$ cat config.mk
export PLATFORM = sky130hd
export DESIGN_NAME = pc_unit_flat
export DESIGN_NICKNAME = d
export VERILOG_FILES = /design/src/rtl/pc_unit_pkg.sv /design/src/rtl/pc_unit_if.sv /design/src/rtl/adder.sv /design/src/rtl/pc_unit_ras.sv /design/src/rtl/pc_unit.sv /design/src/flat_wrapper.sv
export SDC_FILE = /design/constraint.sdc
export NUM_CORES = 1
export LEC_CHECK = 0
export ABC_AREA = 1
export CORE_MARGIN = 1
export CORE_UTILIZATION = 25
export CTS_CLUSTER_DIAMETER = 40
export DETAILED_ROUTE_END_ITERATION = 8
export SYNTH_ARGS = -nofsm -noshare
export SYNTH_HDL_FRONTEND = slang
export SYNTH_SLANG_ARGS = --single-unit
$ cat constraint.sdc
create_clock -name clk -period 2.6 [get_ports clk]
set_input_delay 0.52 -clock clk [delete_from_list [all_inputs] [get_ports clk]]
set_output_delay 0.52 -clock clk [all_outputs]
set_load 0.1 [all_outputs]
$ cat src/rtl/pc_unit_pkg.sv
// Shared types and defaults for the program-counter stage.
package pc_pkg;

  localparam int PC_N = 16;
  localparam logic [PC_N-1:0] PC_INC = 16'd1;
  localparam logic [PC_N-1:0] PC_RESET_PC = 16'h0000;
  localparam int PC_RAS_DEPTH = 4;

  typedef enum logic [1:0] {
    SEQ    = 2'b00,
    BRANCH = 2'b01,
    JUMP   = 2'b10,
    RET    = 2'b11
  } pc_sel_t;

endpackage

$ cat src/rtl/pc_unit_if.sv
// Control/address bundle between the next-PC controller (master) and pc_unit (slave).
// All control inputs are sampled on the rising clk edge when stall=0; there is no
// valid/ready pair: every non-stalled cycle is an accepted transfer.
interface pc_unit_if import pc_pkg::*; #(
  parameter int N = PC_N
) ();

  logic          stall;
  pc_sel_t       pc_sel;
  logic          branch_taken;
  logic          call;
  logic [N-1:0]  branch_offset;
  logic [N-1:0]  jump_target;
  logic [N-1:0]  pc;
  logic [N-1:0]  pc_plus;
  logic          ras_empty;
  logic          ras_full;
  logic          ras_err;

  modport master (
    output stall, pc_sel, branch_taken, call, branch_offset, jump_target,
    input  pc, pc_plus, ras_empty, ras_full, ras_err
  );

  modport slave (
    input  stall, pc_sel, branch_taken, call, branch_offset, jump_target,
    output pc, pc_plus, ras_empty, ras_full, ras_err
  );

endinterface

$ cat src/rtl/adder.sv
// Plain N-bit modulo adder shared by the PC-increment and branch-target paths.
module adder #(
  parameter int N = 16
) (
  input  logic [N-1:0] a,
  input  logic [N-1:0] b,
  output logic [N-1:0] sum
);

  assign sum = a + b;

endmodule

$ cat src/rtl/pc_unit_ras.sv
// Circular return-address stack: a push when full overwrites the oldest entry.
module ras #(
  parameter int DEPTH = 4,
  parameter int N     = 16
) (
  input  logic         clk,
  input  logic         rst,
  input  logic         push,
  input  logic         pop,
  input  logic [N-1:0] din,
  output logic [N-1:0] top,
  output logic         empty,
  output logic         full,
  output logic         overflow,
  output logic         underflow
);

  localparam int PW = $clog2(DEPTH);
  localparam int CW = PW + 1;

  logic [N-1:0]  mem_q [DEPTH];
  logic [N-1:0]  mem_d [DEPTH];
  logic [PW-1:0] ptr_q, ptr_d;
  logic [CW-1:0] cnt_q, cnt_d;

  // ptr_q is the next free slot; the top of stack sits one below it.
  assign top       = mem_q[ptr_q - PW'(1)];
  assign empty     = (cnt_q == '0);
  assign full      = (cnt_q == CW'(DEPTH));
  assign overflow  = push & full;
  assign underflow = pop & empty;

  always_comb begin
    mem_d = mem_q;
    ptr_d = ptr_q;
    cnt_d = cnt_q;
    if (push) begin
      mem_d[ptr_q] = din;
      ptr_d        = ptr_q + PW'(1);
      if (!full) cnt_d = cnt_q + CW'(1);
    end else if (pop && !empty) begin
      ptr_d = ptr_q - PW'(1);
      cnt_d = cnt_q - CW'(1);
    end
  end

  always_ff @(posedge clk or posedge rst) begin
    if (rst) begin
      ptr_q <= '0;
      cnt_q <= '0;
      for (int i = 0; i < DEPTH; i++) mem_q[i] <= '0;
    end else begin
      ptr_q <= ptr_d;
      cnt_q <= cnt_d;
      for (int i = 0; i < DEPTH; i++) mem_q[i] <= mem_d[i];
    end
  end

endmodule

$ cat src/rtl/pc_unit.sv
// Program-counter stage: registered PC, next-PC select, and call/return stack.
module pc_unit import pc_pkg::*; #(
  parameter int           N        = PC_N,
  parameter logic [N-1:0] INC      = PC_INC,
  parameter logic [N-1:0] RESET_PC = PC_RESET_PC,
  parameter int           DEPTH    = PC_RAS_DEPTH
) (
  input  logic      clk,
  input  logic      rst,
  pc_unit_if.slave  bus
);

  logic [N-1:0] pc_q, pc_d;
  logic         err_q, err_d;
  logic [N-1:0] pc_plus;
  logic [N-1:0] branch_sum;
  logic [N-1:0] ras_top;
  logic         ras_push, ras_pop;
  logic         ras_empty, ras_full, ras_ovf, ras_unf;

  adder #(.N(N)) u_inc_add (
    .a   (pc_q),
    .b   (INC),
    .sum (pc_plus)
  );

  adder #(.N(N)) u_br_add (
    .a   (pc_plus),
    .b   (bus.branch_offset),
    .sum (branch_sum)
  );

  ras #(.DEPTH(DEPTH), .N(N)) u_ras (
    .clk       (clk),
    .rst       (rst),
    .push      (ras_push),
    .pop       (ras_pop),
    .din       (pc_plus),
    .top       (ras_top),
    .empty     (ras_empty),
    .full      (ras_full),
    .overflow  (ras_ovf),
    .underflow (ras_unf)
  );

  // Stack requests are only raised in non-stalled cycles, so overflow and
  // underflow already carry the stall qualification.
  always_comb begin
    pc_d     = pc_q;
    ras_push = 1'b0;
    ras_pop  = 1'b0;
    if (!bus.stall) begin
      unique case (bus.pc_sel)
        SEQ:    pc_d = pc_plus;
        BRANCH: pc_d = bus.branch_taken ? branch_sum : pc_plus;
        JUMP: begin
          pc_d     = bus.jump_target;
          ras_push = bus.call;
        end
        RET: begin
          ras_pop = 1'b1;
          pc_d    = ras_empty ? pc_plus : ras_top;
        end
        default: pc_d = pc_plus;
      endcase
    end
  end

  assign err_d = err_q | ras_ovf | ras_unf;

  always_ff @(posedge clk or posedge rst) begin
    if (rst) begin
      pc_q  <= RESET_PC;
      err_q <= 1'b0;
    end else begin
      pc_q  <= pc_d;
      err_q <= err_d;
    end
  end

  assign bus.pc        = pc_q;
  assign bus.pc_plus   = pc_plus;
  assign bus.ras_empty = ras_empty;
  assign bus.ras_full  = ras_full;
  assign bus.ras_err   = err_q;

endmodule

$ cat src/flat_wrapper.sv
// flat-port wrapper written by rule: the top's interface ports become plain ports
module pc_unit_flat import pc_pkg::*;
#(
  parameter int           N        = PC_N,
  parameter logic [N-1:0] INC      = PC_INC,
  parameter logic [N-1:0] RESET_PC = PC_RESET_PC,
  parameter int           DEPTH    = PC_RAS_DEPTH
)
  (clk, rst, bus_stall, bus_pc_sel, bus_branch_taken, bus_call, bus_branch_offset, bus_jump_target, bus_pc, bus_pc_plus, bus_ras_empty, bus_ras_full, bus_ras_err);
  pc_unit_if #(.N(N)) bus_i ();
  input  logic clk;
  input  logic rst;
  input wire logic [$bits(bus_i.stall)-1:0] bus_stall;
  input wire logic [$bits(bus_i.pc_sel)-1:0] bus_pc_sel;
  input wire logic [$bits(bus_i.branch_taken)-1:0] bus_branch_taken;
  input wire logic [$bits(bus_i.call)-1:0] bus_call;
  input wire logic [$bits(bus_i.branch_offset)-1:0] bus_branch_offset;
  input wire logic [$bits(bus_i.jump_target)-1:0] bus_jump_target;
  output wire logic [$bits(bus_i.pc)-1:0] bus_pc;
  output wire logic [$bits(bus_i.pc_plus)-1:0] bus_pc_plus;
  output wire logic [$bits(bus_i.ras_empty)-1:0] bus_ras_empty;
  output wire logic [$bits(bus_i.ras_full)-1:0] bus_ras_full;
  output wire logic [$bits(bus_i.ras_err)-1:0] bus_ras_err;
  assign bus_i.stall = bus_stall;
  assign bus_i.pc_sel = bus_pc_sel;
  assign bus_i.branch_taken = bus_branch_taken;
  assign bus_i.call = bus_call;
  assign bus_i.branch_offset = bus_branch_offset;
  assign bus_i.jump_target = bus_jump_target;
  assign bus_pc = bus_i.pc;
  assign bus_pc_plus = bus_i.pc_plus;
  assign bus_ras_empty = bus_i.ras_empty;
  assign bus_ras_full = bus_i.ras_full;
  assign bus_ras_err = bus_i.ras_err;
  pc_unit #(.N(N), .INC(INC), .RESET_PC(RESET_PC), .DEPTH(DEPTH)) u_core (.clk(clk), .rst(rst), .bus(bus_i));
endmodule
==> metrics.md <==
| Metric | Value |
|---|---|
| Status | `finished with violations` |
| Failing checks | `setup timing` |
| Non-filler cells, final | `between 1000 and 1500` |
| Critical-path top delay cell | `dfrtp_2` |
| Final hold vios | `0` |
| Detailed placement HPWL | `about 15000 um` |
| Netlist cell types | `between 40 and 50` |
| Static leakage power | `3.86 nW` |
| Post-synth ARST share | `100%` |
| Yosys warnings | `0` |
| Synth area leader | `dfrtp_1` |
| Post-synthesis cell count | `823` |
| Avg Vias per Cell | `4.71` |
| Most frequent cells in the layout | `238 x nand2_1, 99 x buf_4, 76 x o21ai_0` |
| Worst Hold Class | `flip-flop to flip-flop` |
| Hold path depth | `2` |
| Clock Pin Slew Worst Setup and Hold Paths | `approximately 70 ps` |
| Final antenna diode count | `0` |
| Worst-path cell chain | `ha_4 -> nand2_4 -> inv_6 -> a21o_1 -> nand2_2 -> clkinvlp_4 -> ha_4 -> nand2_1 -> nor2_1 -> nand3_1 -> nand2_2 -> buf_6 -> nand2_4 -> nand3_2 -> o21ai_1 -> o21ai_1 -> nand3_1 -> o21ai_1` |
| Hold_sp | `u_core.u_ras.mem_q[18]` |
| Area Overhead vs Synth | `42.1%` |
| Die span in y | `between 150 and 200 um` |
| Grt ovf | `0` |
| Via count | `6017` |
| Most used DFF post-synth | `dfrtp_1` |
| Clk_skew | `about 13 ps` |
| FMAX | `0.380 GHz` |
| Worst path bufs/invs | `3` |
| Cts bufs inserted | `9` |
| Largest net degree at the start of global routing | `38` |
| Drt total wl | `~21000 um` |
| Total Nets Final | `about 1000` |
| Crit. End Element | `flip-flop` |
| Sink Count | `86` |
| Tightest Pin Transition | `around 630 ps` |
| Relative slew margins | `between 50% and 60%` |
| Setup TNS | `-34.0 ps` |
| GP Congestion | `between 0.8 and 0.9` |
| Pwr Density | `between 1000 and 1500 nW/um^2` |
| Critical Path AT | `a little under 3000 ps` |
| Reg2reg path depth | `18` |
| I/O Buffers | `73` |
| Proportion of layout cells with a drive suffix above 1 | `28.9%` |
| Unrepaired setup endpoints after global routing | `true` |
| FF+latch count, synth | `86` |
| RR Endpoint | `u_core.bus.pc[7]` |
| Mean Syn Cell Area | `between 7 and 8 um^2` |
| Worst R2R Start | `u_core.bus.pc[0]` |
| Core Util, Final | `36.4%` |
| Initial DRC count | `470` |
| Slowest stage delay, CP | `460 ps` |
| Placed cells | `~1300` |
| Maximum VDD drop | `~0.71 mV` |
| Cell Area, Synth | `a little under 6000 um^2` |
| Net Count, Synth | `just under 900` |
| Seq/Total Area, Yosys | `between 30% and 40%` |
| Most common cell after layout, fill and taps aside | `nand2_1` |
| Initial Util | `between 20% and 30%` |
| R2R setup slack | `-30 ps` |
| Max H-tree Level | `3` |
| Std-Cell Rows | `55` |
| Post-route ant nets | `0` |
| Clock Tree Root | `clkbuf_16` |
| Initial antenna violation count | `0` |
| Worst Setup Path Type | `flip-flop to flip-flop` |
| Main area contributors after synthesis | `dfrtp_1 37%, nand2_1 17%, o21ai_0 6.8%` |
| Worst path most repeated cell | `o21ai_1` |
| Maximum clock path buffer count | `2` |
| Max_cap viols | `0` |
| Final worst slack | `-34.0 ps` |
| Worst slack, placed | `-40.2 ps` |
| GRT Overall Usage | `between 15 and 20%` |
| CP Data Required Time | `approximately 2900 ps` |
| Clk Latency, worst-skew pair | `350 ps` |
| Endpoint, Worst Hold | `u_core.u_ras.mem_q[18]` |
| Period minus WS final | `between 2000 and 3000 ps` |
| Yosys top cell area share | `between 30% and 40%` |
| Vias in the first global route | `between 5000 and 6000` |
| I/O Pins | `74` |
| Global-route wire length before repair | `32700 um` |
| Post-DR wirelength/cell | `about 16 um` |
| Die W | `155 um` |
| CTS tree | `yes` |
| Drt pass-1 iters | `6` |
| DRC errors left | `0` |
| # setup viols final | `1` |
| Crit start category | `flip-flop` |
| Die footprint | `approximately 24000 um^2` |
| Crit share post-route | `101%` |
| Worst path top cell family by delay | `simple AND/OR/NAND/NOR gates` |
| Post-synth EDFFs | `0` |
| Core area | `approximately 23000 um^2` |
| CP Max Fanout | `6` |
| Slew Viols, Final | `0` |
## tightest hold or removal path, cell delays in order (launching register included)
cell and delay, ps:
dfrtp_1 340, nand2_1 50, o21ai_0 60
## registers in the layout, indices dropped and copies added (netlist names)
| name | count |
|---|---|
| u_core.u_ras.ptr_q | 2 |
| u_core.bus.ras_err | 1 |
| u_core.u_ras.cnt_q | 3 |
| u_core.u_ras.mem_q | 64 |
| u_core.bus.pc | 16 |
## synth_stat cells (11+ instances only)
cell type,instances
inv_1,63
o21ai_1,30
a21oi_1,38
ha_1,22
dfrtp_1,86
clkbuf_1,13
nor2_1,39
inv_2,17
o21ai_0,79
nand2_1,260
nand3_1,60
buf_2,15
nand2_2,11
## power breakdown
part / leakage, nW / total (mW) / internal [mW] / switching (mW)
clock network: 0.151 / 1.37 / 0.760 / 0.606
registers: 1.09 / 2.20 / 1.87 / 0.336
logic: 2.62 / 5.72 / 1.96 / 3.75
total: 3.86 / 9.29 / 4.59 / 4.70
## kinds of logic (layout without fill, tap and decap cells)
| logic type | count (synthesis) | count (layout) | synth area share, % |
|---|---|---|---|
| fa+ha+maj | 24 | 24 | 5.40 |
| flops | 86 | 86 | 36.9 |
| xor+xnor | 6 | 6 | 1.03 |
| mux | 4 | 4 | 0.729 |
| buf+inv | 115 | 257 | 8.06 |
| compound gates | 184 | 184 | 17.8 |
| simple gates | 404 | 404 | 30.1 |
## repair_timing
item | CTS | global route
pin swaps | 1 | 39
hold buffers | 0 | 0
cloned | 0 | 0
hold endpoints to repair | 0 | 0
resized for setup | 2 | 73
endpoints found under the setup margin | 1 | 14
setup buffers | 1 | 11
## final cells by class
type | instances | area (um^2)
fillers | 2350 | 14500
clock buffers | 9 | 225
clock inverters | 7 | 78.8
repair buffers | 158 | 1520
well taps | 313 | 392
inverters | 83 | 335
flip-flops and latches | 86 | 2170
multi-input cells | 622 | 3570
## layer usage
metal  vias up  share of wire [%]  global-route usage [%]
met5         -                  0                       0
met4         0                1.7                    5.85
met3        23                7.7                    4.17
met2       208                 44                    26.8
met1      2814                 47                    25.0
li1       2972                  -                       -
## how the worst max path moves through the flow
stage / start / to / slack, ps / cells past startpoint
2_1_floorplan: u_core.bus.pc[0] / u_core.bus.pc[14] / -740 / 17
3_3_place_gp: bus_branch_offset[0] / u_core.bus.pc[10] / 5 / 15
3_5_place_dp: u_core.bus.pc[0] / u_core.bus.pc[15] / -40 / 20
4_1_cts: u_core.bus.pc[0] / u_core.bus.pc[14] / 20 / 20
5_1_grt: u_core.bus.pc[0] / u_core.bus.pc[7] / -160 / 18
6_report: u_core.bus.pc[0] / u_core.bus.pc[7] / -30 / 18
## stage by stage
stage	power, mW	area [um^2]	hold slack, ps
after floorplan	5.83	5960	448
after global placement	7.56	7600	462
after detailed placement	7.60	7600	465
after CTS	9.02	7930	485
after global routing	9.94	8290	504
final	9.29	8290	482
Power figures use the tool's default switching activity.
